**config.mk**
```make
export PLATFORM = sky130hd
export DESIGN_NAME = pc_gen
export DESIGN_NICKNAME = d
export VERILOG_FILES = /design/src/rtl/pc_gen.sv
export SDC_FILE = /design/constraint.sdc
export NUM_CORES = 1
export LEC_CHECK = 0
export CAP_MARGIN = 10
export CORE_UTILIZATION = 30
export CTS_CLUSTER_DIAMETER = 150
export DETAILED_ROUTE_END_ITERATION = 7
export PLACE_DENSITY = 0.53
export SYNTH_ARGS = -nofsm -noshare
export SYNTH_HDL_FRONTEND = slang
export SYNTH_SLANG_ARGS = --single-unit
```
**constraint.sdc**
```tcl
create_clock -name clk -period 7.42 [get_ports clk]
set_input_delay 0.742 -clock clk [delete_from_list [all_inputs] [get_ports clk]]
set_output_delay 0.742 -clock clk [all_outputs]
set_load 0.005 [all_outputs]
```
**src/rtl/pc_gen.sv**
```systemverilog
// Fetch program-counter generator with trap/redirect/stall control and a
// circular return-address stack for call/return target prediction.
module pc_gen #(
    parameter int unsigned     XLEN         = 64,
    parameter logic [XLEN-1:0] RESET_VECTOR = '0,
    parameter int unsigned     INC          = 4,
    parameter int unsigned     RAS_DEPTH    = 4
) (
    input  logic                         clk,
    input  logic                         reset,
    input  logic                         stall,
    input  logic                         trap_valid,
    input  logic [XLEN-1:0]              trap_vector,
    input  logic                         redirect_valid,
    input  logic [XLEN-1:0]              redirect_target,
    input  logic                         call,
    input  logic [XLEN-1:0]              call_target,
    input  logic                         ret,
    output logic [XLEN-1:0]              pc_out,
    output logic [$clog2(RAS_DEPTH):0]   ras_count,
    output logic                         ras_underflow
);

    localparam int unsigned     PW    = $clog2(RAS_DEPTH);
    localparam int unsigned     CW    = PW + 1;
    localparam logic [CW-1:0]   FULL  = CW'(RAS_DEPTH);
    localparam logic [XLEN-1:0] INC_X = XLEN'(INC);

    logic [XLEN-1:0] ras_q [RAS_DEPTH];
    logic [XLEN-1:0] pc_q, pc_d, seq_pc;
    logic [PW-1:0]   sp_q, sp_d;
    logic [CW-1:0]   cnt_q, cnt_d;
    logic            uf_q, uf_d;
    logic            push_en;

    assign seq_pc = pc_q + INC_X;

    always_comb begin
        pc_d    = seq_pc;
        sp_d    = sp_q;
        cnt_d   = cnt_q;
        uf_d    = 1'b0;
        push_en = 1'b0;
        if (trap_valid) begin
            pc_d  = trap_vector;
            sp_d  = '0;
            cnt_d = '0;
        end else if (redirect_valid) begin
            pc_d = redirect_target;
        end else if (stall) begin
            pc_d = pc_q;
        end else if (ret) begin
            // ret takes precedence over a simultaneous call
            if (cnt_q != '0) begin
                pc_d  = ras_q[sp_q];
                sp_d  = sp_q - PW'(1);
                cnt_d = cnt_q - CW'(1);
            end else begin
                uf_d = 1'b1;
            end
        end else if (call) begin
            pc_d    = call_target;
            sp_d    = sp_q + PW'(1);
            push_en = 1'b1;
            // when full the push silently overwrites the oldest entry
            if (cnt_q != FULL) begin
                cnt_d = cnt_q + CW'(1);
            end
        end
    end

    always_ff @(posedge clk) begin
        if (reset) begin
            pc_q  <= RESET_VECTOR;
            sp_q  <= '0;
            cnt_q <= '0;
            uf_q  <= 1'b0;
        end else begin
            pc_q  <= pc_d;
            sp_q  <= sp_d;
            cnt_q <= cnt_d;
            uf_q  <= uf_d;
        end
    end

    always_ff @(posedge clk) begin
        if (push_en && !reset) begin
            ras_q[sp_d] <= seq_pc;
        end
    end

    assign pc_out        = pc_q;
    assign ras_count     = cnt_q;
    assign ras_underflow = uf_q;

endmodule

```
==> Yosys cells after proc, flatten, opt, wreduce, memory -nomap -nowiden <==
Memories as Yosys holds them, arrays and structs flattened. A register that Yosys moved wholly into a read port is not among the register bits.
Index checks and enable logic that the tools add are counted.
Widths: inputs -> output; s select.
{ "totals": {"regBits": 70, "ramBits": 256, "out_inout_bits": 68, "word_cells": 49, "n_memories": 1} }
{ "memory_table": {"columns": ["memory", "words", "word_bits", "read_ports", "rd_ports_with_merged_regs", "write_ports", "line", "rtl"], "rows": [
  ["ras_q", 4, 64, 1, 1, 1, "29", "logic [XLEN-1:0] ras_q [RAS_DEPTH];"]
]} }
{ "op_classes": {"addsub": 5, "eq_ne": 3, "n_mux": 25, "bitwise_logic": 3, "n_reduce_logical": 8} }
{ "ops": {"columns": ["cell", "n"], "rows": [
  ["$mux 64", 6],
  ["$add 64x3->64 const B", 1],
  ["$mux 2", 7],
  ["$mux 3", 4],
  ["$mux 1", 8],
  ["$reduce_and 5->1", 1],
  ["$reduce_or 5->1", 1],
  ["$reduce_bool 2->1", 2],
  ["$add 3x1->3 const B", 1],
  ["$ne 3x1->1 const B", 1],
  ["$ne 3x3->1 const B", 1],
  ["$not 1->1", 3],
  ["$reduce_bool 3->1", 1],
  ["$sub 3x1->3 const B", 1],
  ["$add 2x1->2 const B", 1],
  ["$ne 2x1->1 const B", 1],
  ["$reduce_or 2->1", 1],
  ["$sub 2x1->2 const B", 1],
  ["$logic_and 1x1->1", 1],
  ["$logic_not 1->1", 1]
]} }

==> Logic depth before layout (Yosys ltp) <==
{ "depth": {"ltp_word": 8, "depth_mapped": 9} }

==> Worst setup path after synthesis <==
No wires, ideal clock.
{ "synth_timing": {"path_type": "input-to-reg", "startpoint": "in trap_valid", "endpoint": "mem ras_q[3][0] (enable)", "t_arrival_ns": 6.443, "t_required_ns": 6.842, "path_slack_ns": 0.398, "stages": 6, "path_cell_list": "clkbuf_1 -> inv_1 -> clkbuf_1 -> clkbuf_1 -> nand4_1 -> nor3b_1"} }
{ "synth_between": {"elab_chain_len": 4, "elab_cells_between_ends": 5, "classes_between": "mux: 4; reduce/logical: 1"} }
{ "synth_lines": {"columns": ["element", "line", "rtl"], "rows": [
  ["start: declaration", "12", "input logic trap_valid,"],
  ["$mux 1", "44", "if (trap_valid) begin"],
  ["$logic_and 1x1->1", "87", "if (push_en && !reset) begin"],
  ["$mux 1", "87", null],
  ["$mux 1 (not written as such)", "88", "ras_q[sp_d] <= seq_pc;"],
  ["end: declaration", "29", null]
]} }
Several ways; a longest one is shown, not always the timed one.

==> Worst setup path in the final report <==
{ "layout_timing": {"startpoint": "reg pc_q[18], in the netlist pc_out[18]", "endpoint": "reg pc_q[43], in the netlist pc_out[43]"} }
{ "layout_between": {"elab_chain_len": 6, "elab_cells_between_ends": 7, "classes_between": "add/sub: 1; mux: 6"} }
{ "layout_lines": {"columns": ["element", "line", "rtl"], "rows": [
  ["start: declaration", "30", "logic [XLEN-1:0] pc_q, pc_d, seq_pc;"],
  ["start signal: assignment", "79", "pc_q <= pc_d;"],
  ["$add 64x3->64 (*)", "36", "assign seq_pc = pc_q + INC_X;"],
  ["$mux 64 (on tied branches)", "61, 54", null],
  ["$mux 64 (*)", "52", "end else if (ret) begin"],
  ["$mux 64 (*)", "50", "end else if (stall) begin"],
  ["$mux 64 (*)", "48", "end else if (redirect_valid) begin"],
  ["$mux 64 (*)", "44", null]
]} }
Every way passes the cells marked *; elsewhere a longest branch is shown, timed or not. The select of a mux whose other input is x is not followed.
A chain may end at the register's enable or synchronous reset.

==> metrics.md <==
| Metric | Value |
|---|---|
| PD cells | 214.7 nW/um^2 |
| Mux contribution to synthesized area | 9.258% |
| Hold buffer count at CTS | 0 |
| CTS root buf | clkbuf_16 |
| CTS clk-pin slew, worst paths | 0.06 ns |
| Die Ht | 233.7 um |
| F_max | 277.9 MHz |
| Antenna cells | 0 |
| Count of boundary I/O pins | 267 |
| Site row count | 84 |
| Async SR Flop Fraction | 0% |
| Setup Buffers After CTS | 0 |
| Failing checks | DRC |
| PortBufs | 266 |
| Clk_lat worst skew | 0.53 ns |
| Die area | 54630 um^2 |
| Synth Area in Adders | 0.2019% |
| R2r startpoint | pc_out[18]$_SDFFE_PP0P_ |
| TritonRoute pass-1 iters | 8 |
| Largest net degree at the start of global routing | 102 |
| Critical path peak fanout | 11 |
| Fin. Hold Viols | 0 |
| Mapped Avg Cell Area | 12.34 um^2 |
| Area delta synth->final | 28.08% |
| Core area | 52760 um^2 |
| Placed Area | 19440 um^2 |
| Hold_sp | pc_out[0]$_SDFFE_PP0P_ |
| Most frequent cell after synthesis | edfxtp_1 |
| Post-synth EDFFs | 256 |
| MaxCap Viol Count | 0 |
| Die width | 233.7 um |
| Distinct cell type count of the synthesized netlist | 77 |
| Hold Crit Class | reg2reg |
| Share of the synthesized area in the top cell type | 47.72% |
| Post-Synthesis Cells | 1306 |
| Final setup fails | 0 |
| Vias/cell | 5.761 |
| CTS max path bufs | 3 |
| Slew Viols, Final | 0 |
| Worst slew margin | 18.53% |
| Synth Flop Type | edfxtp_1 |
| Final Worst Setup Slack | 3.821 ns |
| Total grt overflow | 0 |
| Status | complete, but fails checks |
| Initial DRC count | 1416 |
| Critical Path RT | 7.83 ns |
| Setup_tns | 0 ns |
| First-pass GRT wire length | 87690 um |
| Post-CTS Resized | 0 |
| CTS Sinks | 326 |
| Ys Warns | 0 |
| Gpl congestion | 0.8653 |
| Final instance area | 20630 um^2 |
| H-tree Lvls | 2 |
| Tmin final | 3.599 ns |
| WP data arrival | 4.01 ns |
| Worst R2R Setup Slack | 3.82 ns |
| All-layer global routing usage | 22.25% |
| Initial Utilization | 30.54% |
| Compound-cell area share of the yosys netlist | 14.26% |
| LEAKAGE | 0.006733 uW |
| Sequential area share after synthesis | 56.42% |
| Main combinational cell family by area after synthesis | compound AO/OA/AOI/OAI gates |
| XOR/XNOR share of the synthesized area | 3.588% |
| Post-route ant nets | 0 |
| Antenna violations before repair | 0 |
| Post-synthesis register bit count | 326 |
| Setup WS pre-CTS | 3.675 ns |
| Post-DP HPWL | 42500 um |
| Final core occ | 39.11% |
| WS Path Type | reg2reg |
| WL final | 61870 um |
| Worst-Margin Slew | 1.220 ns |
| Via Count | 12970 |
| CTS buffer count | 38 |
| Post-synthesis instance area | 16110 um^2 |
| Yosys top cell by area | edfxtp_1 |
| Mapped Nets | 1507 |
| Setup crit start kind | register |
| RSZ-0062 raised after global routing | false |
| Setup crit start | pc_out[18]$_SDFFE_PP0P_ |
| # DRC | 28 |
| Clock skew | 0.01748 ns |
| Final Total Pwr | 4429 uW |
| CP endpoint kind | register |
| Fin crit share | 48.50% |
| Nets | 1735 |
| Wire per inst | 27.49 um |
| Fraction of layout cells with a size suffix above 1 | 11.84% |
| Commonest cells in the netlist | 256 x edfxtp_1, 114 x nand2_1, 81 x o21ai_0 |
| Top post-synthesis cells by area | edfxtp_1 48%, mux4_2 8.9%, dfxtp_1 8.7% |
| CTS tree | built |
| Worst vdd ir | 0.0001739 V |
| Vias in the first global route | 12370 |
| Simple-gate share of the synthesized area | 12.89% |
sequential cells by signal, summed over array words and instances, names as in the netlist:
register,cells
ras_underflow,1
pc_out,64
ras_count,3
sp_q,2
ras_q,256
critical path, cell delays in order, from the launching register on:
cell     delay (ns)
dfxtp_1        0.59
nand4_1        0.40
nor3_2         0.68
nand3_1        0.62
nor3_1         0.68
o21ai_0        0.18
a211o_1        0.32
placed cells by master, fill, tap and decap left out, types with 7 or more instances in the layout:
master,count
a21o_1,7
clkdlybuf4s50_1,263
mux4_2,64
clkbuf_16,39
a21oi_1,51
and3_1,14
nand2b_1,8
nor2b_1,13
dfxtp_1,68
buf_4,28
o31ai_1,15
nor2_1,58
o31a_1,7
a31oi_1,7
o21ai_0,81
clkbuf_1,10
or3_1,7
a211o_1,8
nor3b_1,7
o211ai_1,10
xnor2_1,42
nor4_1,10
a221o_1,33
a221oi_1,47
nor3_1,37
and2_1,9
clkinv_2,8
nand2_1,114
and4_1,9
inv_1,25
xor2_1,24
nand4_1,28
edfxtp_1,256
nand3_1,36
final timing paths:
check / to / cells past startpoint
setup / recovery: pc_out[43]$_SDFFE_PP0P_ / 6
hold / removal: ras_q[3][0]$_DFFE_PP_ / 0
setup reg to reg: pc_out[43]$_SDFFE_PP0P_ / 6
hold reg to reg: ras_q[3][0]$_DFFE_PP_ / 0
cell families (layout without fill, tap and decap cells):
kind of cell    count (synthesis)  count (layout)
buf+inv                       132             389
simple gates                  388             388
fa+ha+maj                       2               2
xor+xnor                       66              66
flops                         326             326
compound gates                323             323
mux                            69              69
power breakdown:
| group | total, uW | internal (uW) | switching (uW) |
|---|---|---|---|
| combinational | 507 | 249 | 258 |
| clock | 1810 | 1060 | 747 |
| sequential | 2120 | 2020 | 96.4 |
| total | 4430 | 3330 | 1100 |
per-layer routing:
metal / global-route usage, % / up-vias / wire length [um]
li1: - / 5622 / -
met1: 30.80 / 6593 / 25620
met2: 36.05 / 684 / 29190
met3: 4.086 / 69 / 5895
met4: 5.093 / 0 / 1165
met5: 0 / - / 0
stage by stage:
step | hold slack, ns | instances
2_1_floorplan | 0.4828 | 1306
3_3_place_gp | 0.5514 | 2182
3_5_place_dp | 0.5640 | 2182
4_1_cts | 0.5723 | 2251
5_1_grt | 0.5865 | 2251
6_report | 0.5681 | 2251
cell type report:
class | instances | area [um^2]
clock buffers | 55 | 1096
clock inverters | 14 | 93.84
fillers | 5036 | 32130
inverters | 26 | 97.59
multi-input cells | 848 | 6519
flip-flops and latches | 326 | 9094
well taps | 688 | 860.8
repair buffers | 294 | 2873
(Power assumes the default switching activity.)
